[src/rtl/byte_port_pkg.sv]
// Shared types for the byte-wide strobe/ack port: initiator FSM states and
// the response payload used by both initiator and responder-side blocks.
package byte_port_pkg;

  localparam int unsigned DATA_W_DEF = 8;

  typedef enum logic [1:0] {
    IDLE     = 2'd0,
    STROBE   = 2'd1,
    WAIT_ACK = 2'd2,
    RESP     = 2'd3
  } bp_state_e;

  typedef struct packed {
    logic [DATA_W_DEF-1:0] rdata;
    logic                  err;
  } bp_rsp_t;

endpackage

[src/rtl/byte_port_timeout.sv]
// Saturating cycle counter for the ack wait; expired_o flags the last
// permitted wait cycle so the caller can give up at the following edge.
module byte_port_timeout #(
  parameter int unsigned TIMEOUT_CYC = 16
) (
  input  logic clk,
  input  logic rst,
  input  logic clr_i,
  input  logic en_i,
  output logic expired_o
);

  localparam int unsigned CW = $clog2(TIMEOUT_CYC + 1);

  logic [CW-1:0] cnt_q;
  logic [CW-1:0] cnt_d;

  assign expired_o = (cnt_q == CW'(TIMEOUT_CYC - 1));

  always_comb begin
    cnt_d = cnt_q;
    if (clr_i) begin
      cnt_d = {CW{1'b0}};
    end else if (en_i && !expired_o) begin
      cnt_d = cnt_q + CW'(1);
    end else begin
      cnt_d = cnt_q;
    end
  end

  always_ff @(posedge clk or posedge rst) begin
    if (rst) begin
      cnt_q <= {CW{1'b0}};
    end else begin
      cnt_q <= cnt_d;
    end
  end

endmodule

[src/rtl/byte_port_initiator.sv]
// Initiator for the byte-wide strobe/ack port: one command at a time,
// one-cycle strobe, ack wait with timeout, registered valid/ready response.
module byte_port_initiator
  import byte_port_pkg::*;
#(
  parameter int unsigned DATA_W      = DATA_W_DEF,
  parameter int unsigned TIMEOUT_CYC = 16,
  parameter int unsigned CNT_W       = 16
) (
  input  logic              clk,
  input  logic              rst,
  input  logic              cmd_valid,
  output logic              cmd_ready,
  input  logic              cmd_write,
  input  logic [DATA_W-1:0] cmd_wdata,
  output logic              rsp_valid,
  input  logic              rsp_ready,
  output logic [DATA_W-1:0] rsp_rdata,
  output logic              rsp_err,
  output logic              slv_wr,
  output logic              slv_rd,
  output logic [DATA_W-1:0] slv_wdata,
  input  logic [DATA_W-1:0] slv_rdata,
  input  logic              slv_ack,
  output logic              busy,
  output logic              stray_ack,
  output logic [CNT_W-1:0]  txn_count
);

  bp_state_e         state_q;
  logic              write_q;
  logic              cmd_ready_q;
  logic              rsp_valid_q;
  logic [DATA_W-1:0] rsp_rdata_q;
  logic              rsp_err_q;
  logic              slv_wr_q;
  logic              slv_rd_q;
  logic [DATA_W-1:0] slv_wdata_q;
  logic              busy_q;
  logic              stray_ack_q;
  logic [CNT_W-1:0]  txn_count_q;
  logic              tmo_expired;

  byte_port_timeout #(
    .TIMEOUT_CYC (TIMEOUT_CYC)
  ) u_timeout (
    .clk       (clk),
    .rst       (rst),
    .clr_i     (state_q == STROBE),
    .en_i      (state_q == WAIT_ACK),
    .expired_o (tmo_expired)
  );

  // Transaction FSM with all outputs held in registers.
  always_ff @(posedge clk or posedge rst) begin
    if (rst) begin
      state_q     <= IDLE;
      write_q     <= 1'b0;
      cmd_ready_q <= 1'b0;
      rsp_valid_q <= 1'b0;
      rsp_rdata_q <= {DATA_W{1'b0}};
      rsp_err_q   <= 1'b0;
      slv_wr_q    <= 1'b0;
      slv_rd_q    <= 1'b0;
      slv_wdata_q <= {DATA_W{1'b0}};
      busy_q      <= 1'b0;
      stray_ack_q <= 1'b0;
      txn_count_q <= {CNT_W{1'b0}};
    end else begin
      // Acks outside STROBE/WAIT_ACK are only recorded, never acted upon.
      if (slv_ack && ((state_q == IDLE) || (state_q == RESP))) begin
        stray_ack_q <= 1'b1;
      end
      case (state_q)
        IDLE: begin
          if (cmd_valid && cmd_ready_q) begin
            write_q     <= cmd_write;
            slv_wdata_q <= cmd_wdata;
            slv_wr_q    <= cmd_write;
            slv_rd_q    <= !cmd_write;
            cmd_ready_q <= 1'b0;
            busy_q      <= 1'b1;
            state_q     <= STROBE;
          end else begin
            cmd_ready_q <= 1'b1;
          end
        end
        STROBE: begin
          slv_wr_q <= 1'b0;
          slv_rd_q <= 1'b0;
          state_q  <= WAIT_ACK;
        end
        WAIT_ACK: begin
          if (slv_ack) begin
            rsp_rdata_q <= write_q ? {DATA_W{1'b0}} : slv_rdata;
            rsp_err_q   <= 1'b0;
            rsp_valid_q <= 1'b1;
            state_q     <= RESP;
          end else if (tmo_expired) begin
            rsp_rdata_q <= {DATA_W{1'b0}};
            rsp_err_q   <= 1'b1;
            rsp_valid_q <= 1'b1;
            state_q     <= RESP;
          end
        end
        RESP: begin
          if (rsp_ready) begin
            rsp_valid_q <= 1'b0;
            txn_count_q <= txn_count_q + CNT_W'(1);
            cmd_ready_q <= 1'b1;
            busy_q      <= 1'b0;
            state_q     <= IDLE;
          end
        end
        default: begin
          state_q <= IDLE;
        end
      endcase
    end
  end

  assign cmd_ready = cmd_ready_q;
  assign rsp_valid = rsp_valid_q;
  assign rsp_rdata = rsp_rdata_q;
  assign rsp_err   = rsp_err_q;
  assign slv_wr    = slv_wr_q;
  assign slv_rd    = slv_rd_q;
  assign slv_wdata = slv_wdata_q;
  assign busy      = busy_q;
  assign stray_ack = stray_ack_q;
  assign txn_count = txn_count_q;

endmodule

[config.mk]
export PLATFORM = sky130hd
export DESIGN_NAME = byte_port_initiator
export DESIGN_NICKNAME = d
export VERILOG_FILES = /design/src/rtl/byte_port_pkg.sv /design/src/rtl/byte_port_timeout.sv /design/src/rtl/byte_port_initiator.sv
export SDC_FILE = /design/constraint.sdc
export NUM_CORES = 1
export LEC_CHECK = 0
export CAP_MARGIN = 0
export CELL_PAD_IN_SITES_DETAIL_PLACEMENT = 0
export CELL_PAD_IN_SITES_GLOBAL_PLACEMENT = 1
export CORE_MARGIN = 2
export CORE_UTILIZATION = 36
export DETAILED_ROUTE_END_ITERATION = 8
export GPL_TIMING_DRIVEN = 0
export HOLD_SLACK_MARGIN = 0.05
export MAX_ROUTING_LAYER = met4
export PLACE_DENSITY = 0.85
export SYNTH_ARGS = -nofsm -noshare
export SYNTH_HDL_FRONTEND = slang
export SYNTH_SLANG_ARGS = --single-unit
[constraint.sdc]
create_clock -name clk -period 2.1 [get_ports clk]
set_input_delay 0.42 -clock clk [delete_from_list [all_inputs] [get_ports clk]]
set_output_delay 0.42 -clock clk [all_outputs]
set_load 0.01 [all_outputs]
# == Word-level counts from Yosys, hierarchy flattened ==
# Index checks and enable logic that the tools add are counted.
# totals
reg_bits,47
in_bits,22
output_inout_bits,39
word_cells,66
# op_classes
add_sub_neg,2
n_eq_ne,7
mux,24
n_reduce_logical,20
# op_table
operator,n
$mux 8,3
$add 16x1->16 const B,1
$mux 5,2
$pmux 1 s2,5
$reduce_and 2->1,5
$reduce_bool 2->1,5
$mux 1,9
$reduce_and 3->1,3
$mux 2,4
$pmux 2 s4,1
$add 5x1->5 const B,1
$eq 5x4->1 const B,1
$eq 2x2->1 const B,2
$logic_and 1x1->1,3
$ne 3x3->1 const B,1
$eq 2x1->1 const B,1
$logic_not 1->1,2
$logic_not 2->1,1
$ne 2x1->1 const B,1
$ne 2x2->1 const B,1
$logic_or 1x1->1,1

# == Logic depth before layout (Yosys ltp) ==
# logic_depth
ltp_word,5
ltp_mapped,7

# == Hierarchy ==
# Synthesis repeated with hierarchy kept, for this count alone.
# unflattened
cells_unflattened,181
hier_area_um2,2078.2
# modules_own_cells
mod,instances,cells_each,area_each_um2
byte_port_initiator,1,157,1814.2
byte_port_timeout,1,24,264.0

# == Least setup slack after synthesis ==
# OpenSTA, ideal clock, no wires.
# synth_timing
path_kind,register to register
start,register u_timeout.cnt_q[0]
end,register rsp_err_q (netlist: rsp_err)
setup_ps,134
t_arrival_ps,1663
path_slack_ps,303
stages_incl_launch_ff,7
path_buffers,1
cell_sequence,dfrtp_1 ha_1 and3_1 ha_1 o21ai_1 clkbuf_1 o21ai_0
# synth_between
elab_chain_len,3
# synth_rtl
item,line_no,source
"start, declared",byte_port_timeout.sv:15,logic [CW-1:0] cnt_q;
"start signal, assigned",byte_port_timeout.sv:33,cnt_q <= {CW{1'b0}};
"start signal, assigned",byte_port_timeout.sv:35,cnt_q <= cnt_d;
$eq 5x4->1,byte_port_timeout.sv:18,assign expired_o = (cnt_q == CW'(TIMEOUT_CYC - 1));
$reduce_bool 2->1 (no line),n/a,
$reduce_and 2->1 (no line),n/a,
"end signal, assigned",byte_port_initiator.sv:62,rsp_err_q <= 1'b0;
"end signal, assigned",byte_port_initiator.sv:96,rsp_err_q <= 1'b0;
"end signal, assigned",byte_port_initiator.sv:101,rsp_err_q <= 1'b1;
"end, declared",byte_port_initiator.sv:35,logic rsp_err_q;
# No other way between the ends.
# A chain may end at the register's enable or synchronous reset.

# == Final worst setup path ==
# layout_timing
start,register u_timeout.cnt_q[0]
end,register u_timeout.cnt_q[3]
# layout_between
elab_chain_len,4
elab_cells_between_ends,7
# layout_rtl
item
branches (longest 4 deep; another with $add 5x1->5)
# Parallel ways; which one is timed is not known. The select of a mux whose other input is x is not followed.

==> flow_metrics.tcl <==
set metrics [dict create \
    syn_nets 216 \
    swShare_pct 33.80 \
    layout-drive-gt1-share_pct 8.627 \
    worst-path-max-fanout 6 \
    cts_tree "built" \
    final_cell_mix "clkdlybuf4s50_1 (60), dfrtp_1 (47), nand2_1 (30)" \
    worstPathArrival_ns 2.07 \
    async_reset_ff_share_pct 100.0 \
    p_comb_share_pct 42.5 \
    grt.met2_usage_pct 22.35 \
    min_period_over_period_pct 90.55 \
    reg2reg_to "u_timeout.cnt_q[3]" \
    p_per_area_mw_per_mm2 1160 \
    cts_root_buffer "clkbuf_8" \
    rsz0062_at_grt "false" \
    cp.buffers_inverters 0 \
    synth_edf_count 0 \
    clock_skew_ns 0.007331 \
    path_cells "ha_1 -> and3_1 -> ha_1 -> nor2b_1 -> nand4_1 -> xor2_1 -> nor2_1" \
    diodes 0 \
    clockBufferDepth 2 \
    num-fill-cells 524 \
    grt_util_met1_pct 18.07 \
    synth.avg_cell_area_um2 11.13 \
    vias 1541 \
    power_frac_seq_pct 41.9 \
    fmax_ghz 0.5259 \
    final_nets 284 \
    routedWlPerCell_um 12.38 \
    drt_iter0_markers 57 \
    gp_congestion 0.7725 \
    grt_pass1_wl_um 6796 \
    viasPerCell 4.713 \
    max_stage_delay_ns 0.41 \
    die_h_um 79.82 \
    cts_made_buffers 5 \
    fin_crit_ns 1.902 \
    synthFlopType "dfrtp_1" \
    critical_path_class "register to register" \
    crit_path_start "u_timeout.cnt_q[0]" \
    ys_ff_latch 47 \
    path_clk_slew_ns 0.08 \
    relSlewSlack_pct 71.01 \
    crit_family "simple AND/OR/NAND/NOR gates" \
    endpoint "u_timeout.cnt_q[3]" \
    cts_setup_buffers 0 \
    leakage_nw 1.252 \
    p_sw_w 0.001124 \
    synthDistinctLibCells 29 \
    yosysSeqAreaShare_pct 56.83 \
    crit_top_cell "ha_1" \
    top_usage_layer "met2" \
    rows 27 \
    grt_pass1_vias 1452 \
    crit_path_top_delay_cell "dfrtp_1" \
    clkPwrFrac_pct 15.6 \
    dieArea_mm2 0.006371 \
    track_usage_pct 13.95 \
    ys.warnings.count 0 \
    setup_violations 0 \
    p_int_w 0.002202 \
    cp.required_ns 2.27 \
    antenna_found_initial 0 \
    clk_latency_ns 0.29 \
    tightest_slew_ns 0.4340 \
    hold_viol_final 0 \
    slew_violations 0 \
    drc 0 \
    cap_violations 0 \
    start_util_pct 37.35 \
    wirelength_um 4047 \
    status "finished clean" \
    cts_sinks 47 \
    hold_path.class "primary input to async pin" \
    synth_cells 186 \
    crit_cells 7 \
    overflow 0 \
    area_growth_pct 38.51 \
    reg2reg_from "u_timeout.cnt_q[0]" \
    place_inst 319 \
    worst-r2r-cell-count 7 \
    finalNonFillerCells 327 \
    port-buffer-count 60 \
    cts.htree.levels 2 \
    final_common_cell "clkdlybuf4s50_1" \
    start_kind "register" \
    holdWs_ns 0.3678 \
    use_met3_pct 3.507 \
    first_pass_iters 4 \
    die_x_um 79.82 \
    coreArea_mm2 0.005540 \
    num_io_pins 61 \
    endpoint_kind "register" \
    ant_nets 0 \
    rrSetupSlack_ns 0.20 \
    hpwl_um 2977 \
    synthesis.area_mm2 0.002069 \
    grt_max_degree 38 \
    vdd_ir_drop_max_mv 0.5052 \
]
[cell families (layout without fill, tap and decap cells)]
| kind of cell | after synthesis | after routing | share of synthesized area (%) |
|---|---|---|---|
| AO/OA/AOI/OAI | 21 | 21 | 5.865 |
| flip-flops | 47 | 47 | 56.83 |
| multiplexers | 13 | 13 | 6.893 |
| adder cells (fa/ha/maj) | 8 | 8 | 4.837 |
| AND/OR/NAND/NOR | 69 | 69 | 16.14 |
| buffers and inverters | 10 | 79 | 1.813 |
| XOR/XNOR | 18 | 18 | 7.618 |
[routing by layer]
layer  routed length (um)  vias to the layer above  part of all wire [%]
met5                    0                        -                     0
met2                 1919                       38                    47
li1                     -                      763                     -
met3                  196                        4                   4.8
met1                 1900                      736                    47
met4                   30                        0                  0.74
[registers in the layout, summed over array words and instances, names as in the netlist]
register         cells
u_timeout.cnt_q      5
write_q              1
rsp_err              1
busy                 1
slv_wdata            8
slv_rd               1
slv_wr               1
rsp_valid            1
cmd_ready            1
txn_count           16
state_q              2
rsp_rdata            8
stray_ack            1
[final cells by class]
class / count / area (um^2) / area share, %
Sequential cell: 47 / 1176 / 41.03
Multi-Input combinational cell: 129 / 859.6 / 29.99
Timing Repair Buffer: 61 / 620.6 / 21.65
Tap cell: 72 / 90.09 / 3.143
Clock buffer: 7 / 76.32 / 2.663
Inverter: 8 / 30.03 / 1.048
Buffer: 2 / 8.758 / 0.3055
Clock inverter: 1 / 5.005 / 0.1746
[power by group through the flow]
stage          clock, W  sequential (W)  combinational (W)
2_1_floorplan         0         0.00150           0.000659
3_3_place_gp          0         0.00140            0.00140
3_5_place_dp          0         0.00142            0.00142
4_1_cts        0.000543         0.00140            0.00143
5_1_grt        0.000581         0.00144            0.00157
6_report       0.000520         0.00139            0.00141
[stage by stage]
step / util (%) / area, um^2 / setup slack (ns) / setup TNS [ns] / power, W
floorplan: - / 2069 / 0.3030 / 0 / 0.002155
global placement: 49.82 / 2760 / -0.4085 / -19.36 / 0.002802
detailed placement: 50.18 / 2780 / -0.06418 / -0.3881 / 0.002838
CTS: 51.72 / 2865 / 0.1028 / 0 / 0.003373
global route: 51.74 / 2867 / 0.04980 / 0 / 0.003588
finish: 51.74 / 2867 / 0.1985 / 0 / 0.003326
[synthesized netlist by cell type, drive strengths merged, types with 2 or more instances]
master	count	area, um^2
nor2	11	41.29
xor2	7	61.31
nand4	4	25.02
xnor2	11	96.34
nor3	4	20.02
inv	8	30.03
mux2i	3	30.03
nand3	6	35.03
and2	2	12.51
ha	8	100.1
and4	3	26.28
mux2	10	112.6
and3	2	12.51
o21ai	15	75.07
dfrtp	47	1176
nand2	30	112.6
nor2b	5	31.28
[worst min-delay path by stage]
| stage | start | cells past startpoint | to |
|---|---|---|---|
| 2_1_floorplan | write_q | 1 | write_q |
| 3_3_place_gp | stray_ack | 1 | stray_ack |
| 3_5_place_dp | stray_ack | 1 | stray_ack |
| 4_1_cts | rst | 2 | rsp_rdata[6] |
| 5_1_grt | rst | 2 | rsp_rdata[6] |
| 6_report | rst | 2 | rsp_rdata[6] |
[timing repair]
| item | in CTS | in global routing |
|---|---|---|
| hold endpoints to repair | 0 | 0 |
| resized for setup | 1 | 2 |
| endpoints found under the setup margin | 9 | 9 |
| hold buffers | 0 | 0 |
| gates cloned | 0 | 0 |
Power figures use the tool's default switching activity.
